`src/rtl/jt9346_master.sv`:
```
// jt9346_master: Microwire master for 93C46/93C06-class EEPROMs in 16-bit organisation.
// Define JT9346_MASTER_POLL_EN to poll eep_sdo for ready after write-type commands.
module jt9346_master #(
  parameter int AW      = 6,
  parameter int DW      = 16,
  parameter int CLKDIV  = 8,
  parameter int TIMEOUT = 4096
) (
  input  logic          clk,
  input  logic          rst_n,
  input  logic          start,
  input  logic [2:0]    cmd,
  input  logic [AW-1:0] addr,
  input  logic [DW-1:0] wdata,
  output logic          busy,
  output logic          done,
  output logic          err,
  output logic [DW-1:0] rdata,
  output logic          eep_scs,
  output logic          eep_sclk,
  output logic          eep_sdi,
  input  logic          eep_sdo
);
  localparam int N    = AW + 4;
  localparam int SW   = (N > DW) ? N : DW;
  localparam int HALF = CLKDIV / 2;
  localparam int DIVW = $clog2(2 * CLKDIV);
  localparam int PW   = $clog2(TIMEOUT + 1);

  localparam logic [2:0] CMD_READ  = 3'd0, CMD_WRITE = 3'd1, CMD_ERASE = 3'd2, CMD_EWEN = 3'd3;
  localparam logic [2:0] CMD_EWDS  = 3'd4, CMD_ERAL  = 3'd5, CMD_WRAL  = 3'd6, CMD_RSVD = 3'd7;

  typedef enum logic [2:0] {IDLE, HDR, RDATA, WDATA, CSLOW, POLL, FIN} state_t;

  state_t          state_q, state_d;
  logic [2:0]      cmd_q, cmd_d;
  logic [DW-1:0]   wd_q, wd_d;
  logic [SW-1:0]   sh_q, sh_d;
  logic [4:0]      bcnt_q, bcnt_d;
  logic [DIVW-1:0] div_q, div_d;
  logic [PW-1:0]   pcnt_q, pcnt_d;
  logic            busy_q, busy_d, done_q, done_d, err_q, err_d;
  logic            scs_q, scs_d, sclk_q, sclk_d, sdi_q, sdi_d;
  logic [DW-1:0]   rdata_q, rdata_d;

  logic [1:0]      op;
  logic [AW-1:0]   afld;
  logic [SW-1:0]   hdr_sh, wd_sh;
  logic            period_end, write_type;

  // Header is {dummy 0, start 1, opcode, address field}, left-aligned in the shifter.
  always_comb begin
    op   = 2'b00;
    afld = addr;
    case (cmd)
      CMD_READ:  op = 2'b10;
      CMD_WRITE: op = 2'b01;
      CMD_ERASE: op = 2'b11;
      CMD_EWEN:  begin afld = '0; afld[AW-1 -: 2] = 2'b11; end
      CMD_EWDS:  afld = '0;
      CMD_ERAL:  begin afld = '0; afld[AW-1 -: 2] = 2'b10; end
      CMD_WRAL:  begin afld = '0; afld[AW-1 -: 2] = 2'b01; end
      default:   ;
    endcase
    hdr_sh = '0;
    hdr_sh[SW-1 -: N] = {2'b01, op, afld};
    wd_sh = '0;
    wd_sh[SW-1 -: DW] = wd_q;
  end

  assign period_end = (div_q == DIVW'(CLKDIV - 1));
  assign write_type = (cmd_q == CMD_WRITE) || (cmd_q == CMD_ERASE) ||
                      (cmd_q == CMD_ERAL)  || (cmd_q == CMD_WRAL);

  always_comb begin
    state_d = state_q;  cmd_d  = cmd_q;  wd_d   = wd_q;   sh_d    = sh_q;
    bcnt_d  = bcnt_q;   div_d  = div_q;  pcnt_d = pcnt_q; busy_d  = busy_q;
    done_d  = 1'b0;     err_d  = err_q;  scs_d  = scs_q;  sclk_d  = sclk_q;
    sdi_d   = sdi_q;    rdata_d = rdata_q;
    case (state_q)
      IDLE: begin
        if (start && !done_q) begin
          busy_d = 1'b1;
          cmd_d  = cmd;
          wd_d   = wdata;
          err_d  = 1'b0;
          if (cmd == CMD_RSVD) begin
            err_d   = 1'b1;
            state_d = FIN;
          end else begin
            // Preload the divider at period end so the next edge raises scs with bit 0.
            state_d = HDR;
            sh_d    = hdr_sh;
            bcnt_d  = 5'(N);
            div_d   = DIVW'(CLKDIV - 1);
          end
        end
      end
      HDR, RDATA, WDATA: begin
        div_d = period_end ? '0 : div_q + 1'b1;
        if (div_q == DIVW'(HALF - 1)) sclk_d = 1'b1;
        if (period_end) begin
          sclk_d = 1'b0;
          if (state_q == RDATA) sh_d = {sh_q[SW-2:0], eep_sdo};
          if (bcnt_q != 5'd0) begin
            scs_d  = 1'b1;
            bcnt_d = bcnt_q - 1'b1;
            if (state_q != RDATA) begin
              sdi_d = sh_q[SW-1];
              sh_d  = sh_q << 1;
            end
          end else if (state_q == HDR && cmd_q == CMD_READ) begin
            state_d = RDATA;
            sdi_d   = 1'b0;
            bcnt_d  = 5'(DW - 1);
          end else if (state_q == HDR && (cmd_q == CMD_WRITE || cmd_q == CMD_WRAL)) begin
            state_d = WDATA;
            sdi_d   = wd_q[DW-1];
            sh_d    = wd_sh << 1;
            bcnt_d  = 5'(DW - 1);
          end else begin
            sdi_d   = 1'b0;
            state_d = (state_q == RDATA) ? FIN : CSLOW;
          end
        end
      end
      CSLOW: begin
        div_d = div_q + 1'b1;
        if (div_q == DIVW'(HALF - 1)) begin
          scs_d = 1'b0;
          if (!write_type) state_d = FIN;
        end
        if (div_q == DIVW'(HALF - 1 + CLKDIV)) begin
`ifdef JT9346_MASTER_POLL_EN
          state_d = POLL;
          scs_d   = 1'b1;
          pcnt_d  = '0;
`else
          state_d = FIN;
`endif
        end
      end
      POLL: begin
        pcnt_d = pcnt_q + 1'b1;
        if (eep_sdo) begin
          scs_d   = 1'b0;
          state_d = FIN;
        end else if (pcnt_q == PW'(TIMEOUT - 2)) begin
          scs_d   = 1'b0;
          err_d   = 1'b1;
          state_d = FIN;
        end
      end
      FIN: begin
        // Coming from RDATA, chip select still has half a period to run.
        div_d = div_q + 1'b1;
        if (scs_q) begin
          if (div_q == DIVW'(HALF - 1)) scs_d = 1'b0;
        end else begin
          done_d  = 1'b1;
          busy_d  = 1'b0;
          state_d = IDLE;
          if (cmd_q == CMD_READ) rdata_d = sh_q[DW-1:0];
        end
      end
      default: state_d = IDLE;
    endcase
  end

  always_ff @(posedge clk or negedge rst_n) begin
    if (!rst_n) begin
      state_q <= IDLE;  cmd_q  <= '0;   wd_q   <= '0;   sh_q    <= '0;
      bcnt_q  <= '0;    div_q  <= '0;   pcnt_q <= '0;   busy_q  <= 1'b0;
      done_q  <= 1'b0;  err_q  <= 1'b0; scs_q  <= 1'b0; sclk_q  <= 1'b0;
      sdi_q   <= 1'b0;  rdata_q <= '1;
    end else begin
      state_q <= state_d; cmd_q  <= cmd_d;  wd_q   <= wd_d;   sh_q    <= sh_d;
      bcnt_q  <= bcnt_d;  div_q  <= div_d;  pcnt_q <= pcnt_d; busy_q  <= busy_d;
      done_q  <= done_d;  err_q  <= err_d;  scs_q  <= scs_d;  sclk_q  <= sclk_d;
      sdi_q   <= sdi_d;   rdata_q <= rdata_d;
    end
  end

  assign busy     = busy_q;
  assign done     = done_q;
  assign err      = err_q;
  assign rdata    = rdata_q;
  assign eep_scs  = scs_q;
  assign eep_sclk = sclk_q;
  assign eep_sdi  = sdi_q;
endmodule
```
`config.mk`:
```
export PLATFORM = sky130hd
export DESIGN_NAME = jt9346_master
export DESIGN_NICKNAME = d
export VERILOG_FILES = /design/src/rtl/jt9346_master.sv
export SDC_FILE = /design/constraint.sdc
export NUM_CORES = 1
export LEC_CHECK = 0
export ABC_AREA = 1
export BUFFER_PORTS_ARGS = -buffer_cell sky130_fd_sc_hd__buf_4
export CAP_MARGIN = 20
export CORE_MARGIN = 4
export CORE_UTILIZATION = 60
export DETAILED_ROUTE_END_ITERATION = 6
export PLACE_DENSITY = 0.87
export SYNTH_ARGS = -nofsm -noshare
export SYNTH_HDL_FRONTEND = slang
export SYNTH_SLANG_ARGS = --single-unit
```
`constraint.sdc`:
```
create_clock -name clk -period 3.3 [get_ports clk]
set_input_delay 0.33 -clock clk [delete_from_list [all_inputs] [get_ports clk]]
set_output_delay 0.33 -clock clk [all_outputs]
set_load 0.005 [all_outputs]
```
==> key figures <==
Run status
  • Run status: complete, no violations

Global route
  • Initial antenna violation count: 0
  • Vias in the first global route: slightly below 4000
  • Grt ovf: 0
  • GRT Overall Usage: 26.2%
  • First-pass GRT wire length: 18.8 mm
  • Largest net degree at the start of global routing: between 80 and 90

Drt
  • WL per Instance: 15.5 um
  • Via Count: 4194
  • DRC errors left: 0
  • Final wirelength: 11.6 mm
  • Drt first pass iters: 6
  • ANT nets after route: 0
  • First DRT Iteration DRCs: 450
  • Post-DR vias/cell: approximately 5.6

STA
  • Final setup viols: 0
  • Worst slew margin: between 50% and 60%
  • Final Hold Slack: roughly 190 ps
  • Clock Skew: around 12 ps
  • Final Max Slew Viols: 0
  • Post-layout min period: ~2100 ps
  • Setup TNS: 0 ps
  • Slew @ Worst Pin: approximately 710 ps
  • Max frequency: around 470 MHz
  • Final hold vios: 0
  • RSZ-0062 raised after global routing: no
  • Fin crit share: 65.0%

Yosys
  • Ys flop type: dfrtp_1
  • Count leader, synth: nand2_1
  • EDFF count, synth: 0
  • Syn Nets: around 630
  • Yosys warns: 0
  • Synth area leaders: dfrtp_1 (35%), nand2_1 (12%), dfstp_2 (8.9%), nor2_1 (6.9%), inv_1 (4.3%)
  • Cell taking the most area after synthesis: dfrtp_1
  • Share of Yosys cell area claimed by the top area cell type: between 30% and 40%
  • Post-Syn Area: 4710 um2
  • Syn Area/Cell: 7.91 um2
  • Gate count of the mapped netlist: about 600
  • Seq cells post-synth: slightly above 80
  • Synth async-reset ratio: 100%
  • Count of different cell masters after synthesis: 36
  • Post-synthesis sequential area ratio: ~44%
  • Most frequent cells after synthesis: nand2_1 (147), nor2_1 (87), dfrtp_1 (66)

Finish
  • Layout area overhead: 13.1%
  • Post-layout nets: between 600 and 700
  • N_diodes: 0
  • Layout cells sized above 1: roughly a fifth

Critical path
  • Crit Path Class: reg2reg
  • WP data required: roughly 3500 ps
  • Worst R2R Setup Slack: roughly 1200 ps
  • WP data arrival: 2360 ps
  • Worst Setup End Kind: flop
  • Worst Setup Start Kind: flop
  • Worst-path fanout max: 20

CTS
  • TritonCTS clock tree: built
  • CTS sink count: 82
  • CTS Buffer Depth: 2
  • Total CTS buffers: 9
  • Root Buffer: clkbuf_8
  • Post_cts resized: 0
  • Max H-tree Level: 3
  • CTS hold repair buffers: 0
  • Worst-path clk slew: around 80 ps
  • Setup repair bufs after CTS: 0
  • Worst skew pair latency: about 360 ps

Die
  • Die W: a little under 100 um
  • Row count: 32
  • Initial core utilization: approximately three fifths
  • Die ar.: slightly above 9000 um2
  • Chip Height: 96.6 um
  • IO Pins: 51
  • Core area: a little under 8000 um2

Placed design
  • HPWL after DPL: approximately 8.3 mm
  • RD Place Congestion: 0.926
  • Number of port buffers: 50

Power
  • LEAKAGE: 2.59 nW
  • Worst VDD drop: ~0.00046 V
  • Power Dens Cells: between 900 and 1000 nW/um2

Run
  • Max-cap viol count: 0

Hold path
  • Hold Crit Class: in2reg
report_power, final:
group | total, mW | internal, mW | switching, mW
combinational | 2.67 | 0.962 | 1.71
clock | 0.790 | 0.413 | 0.377
sequential | 1.85 | 1.49 | 0.365
total | 5.31 | 2.86 | 2.45
path summary, 6_finish.rpt:
path | start | end | cells after the start
worst max-delay path | state_q[1]$_DFFE_PN0P_ | wd_q[5]$_DFFE_PN0P_ | 7
worst max register to register | state_q[1]$_DFFE_PN0P_ | wd_q[5]$_DFFE_PN0P_ | 7
min in group asynchronous | rst_n | pcnt_q[4]$_DFFE_PN0N_ | 2
worst min register to register | rdata[8]$_DFFE_PN1P_ | rdata[8]$_DFFE_PN1P_ | 2
worst min-delay path | wdata[15] | wd_q[15]$_DFFE_PN0P_ | 2
max in group asynchronous | rst_n | rdata[8]$_DFFE_PN1P_ | 3
sequential cells by signal, indices dropped and copies added (netlist names), 3 cells and up:
name     flops
div_q        4
bcnt_q       5
cmd_q        3
pcnt_q      13
wd_q        16
rdata       16
state_q      3
sh_q        16
layout by cell type (no fill, tap or decap), types with 2 or more instances in the layout:
cell type    n
a21oi_1     35
a21oi_2     10
a31oi_1      2
buf_4       52
clkbuf_1     2
clkbuf_16    3
clkbuf_8     9
dfrtp_1     66
dfstp_2     16
ha_1         4
inv_1       54
inv_2        3
inv_4        2
mux2_1       2
nand2_1    147
nand2_2      5
nand2_4      4
nand3_1     33
nand3_2     14
nand3_4      2
nand4_1     15
nor2_1      87
nor2_2       5
nor2_4       5
nor2_8       2
nor3_1       4
o211ai_1     3
o21ai_0     27
o21ai_1      6
o21ai_2      2
xnor2_1      9
xor2_1       7
cells by family (layout without fill, tap and decap cells):
family          count (synthesis)  count (layout)  share of synthesized area [%]
mux                             2               2                          0.478
xor+xnor                       16              16                           2.98
simple gates                  324             324                           32.8
buf+inv                        81             131                           8.29
fa+ha+maj                       4               4                           1.06
flops                          82              82                           44.0
compound gates                 86              86                           10.4
metrics by stage:
step,area (um2),worst slack (ps),util [%],power [mW],instances
6_report,5320,1150,69.3,5.31,747
5_1_grt,5320,955,69.3,5.73,747
4_1_cts,5290,1190,68.9,5.28,745
3_5_place_dp,5070,1200,66.0,4.47,729
3_3_place_gp,5070,1270,66.0,4.34,729
2_1_floorplan,4710,1780,-,3.83,595
routing by layer:
| layer | vias up | wire length (um) | GRT usage (%) | share of wire [%] |
|---|---|---|---|---|
| li1 | 1998 | - | - | - |
| met1 | 1991 | 4980 | 35.7 | 43 |
| met2 | 177 | 5520 | 42.0 | 48 |
| met3 | 28 | 886 | 5.65 | 7.6 |
| met4 | 0 | 199 | 8.53 | 1.7 |
| met5 | - | 0 | 0 | 0 |
cell type report:
cell class                 instances  area [um2]
fill                             622        2360
multi-input combinational        432        2240
sequential                        82        2070
timing repair buffer              54         420
inverter                          61         239
clock buffer                      14         206
tap                              102         128
clock inverter                     2        13.8
critical path: stages (launching register included):
cell and delay (ps):
dfrtp_1 550, inv_2 150, nand2_4 90, nor2_4 130, nand3_1 520, buf_4 390, nor2_1 120, a21oi_1 60
No activity file was read; power rests on OpenSTA's default activity.
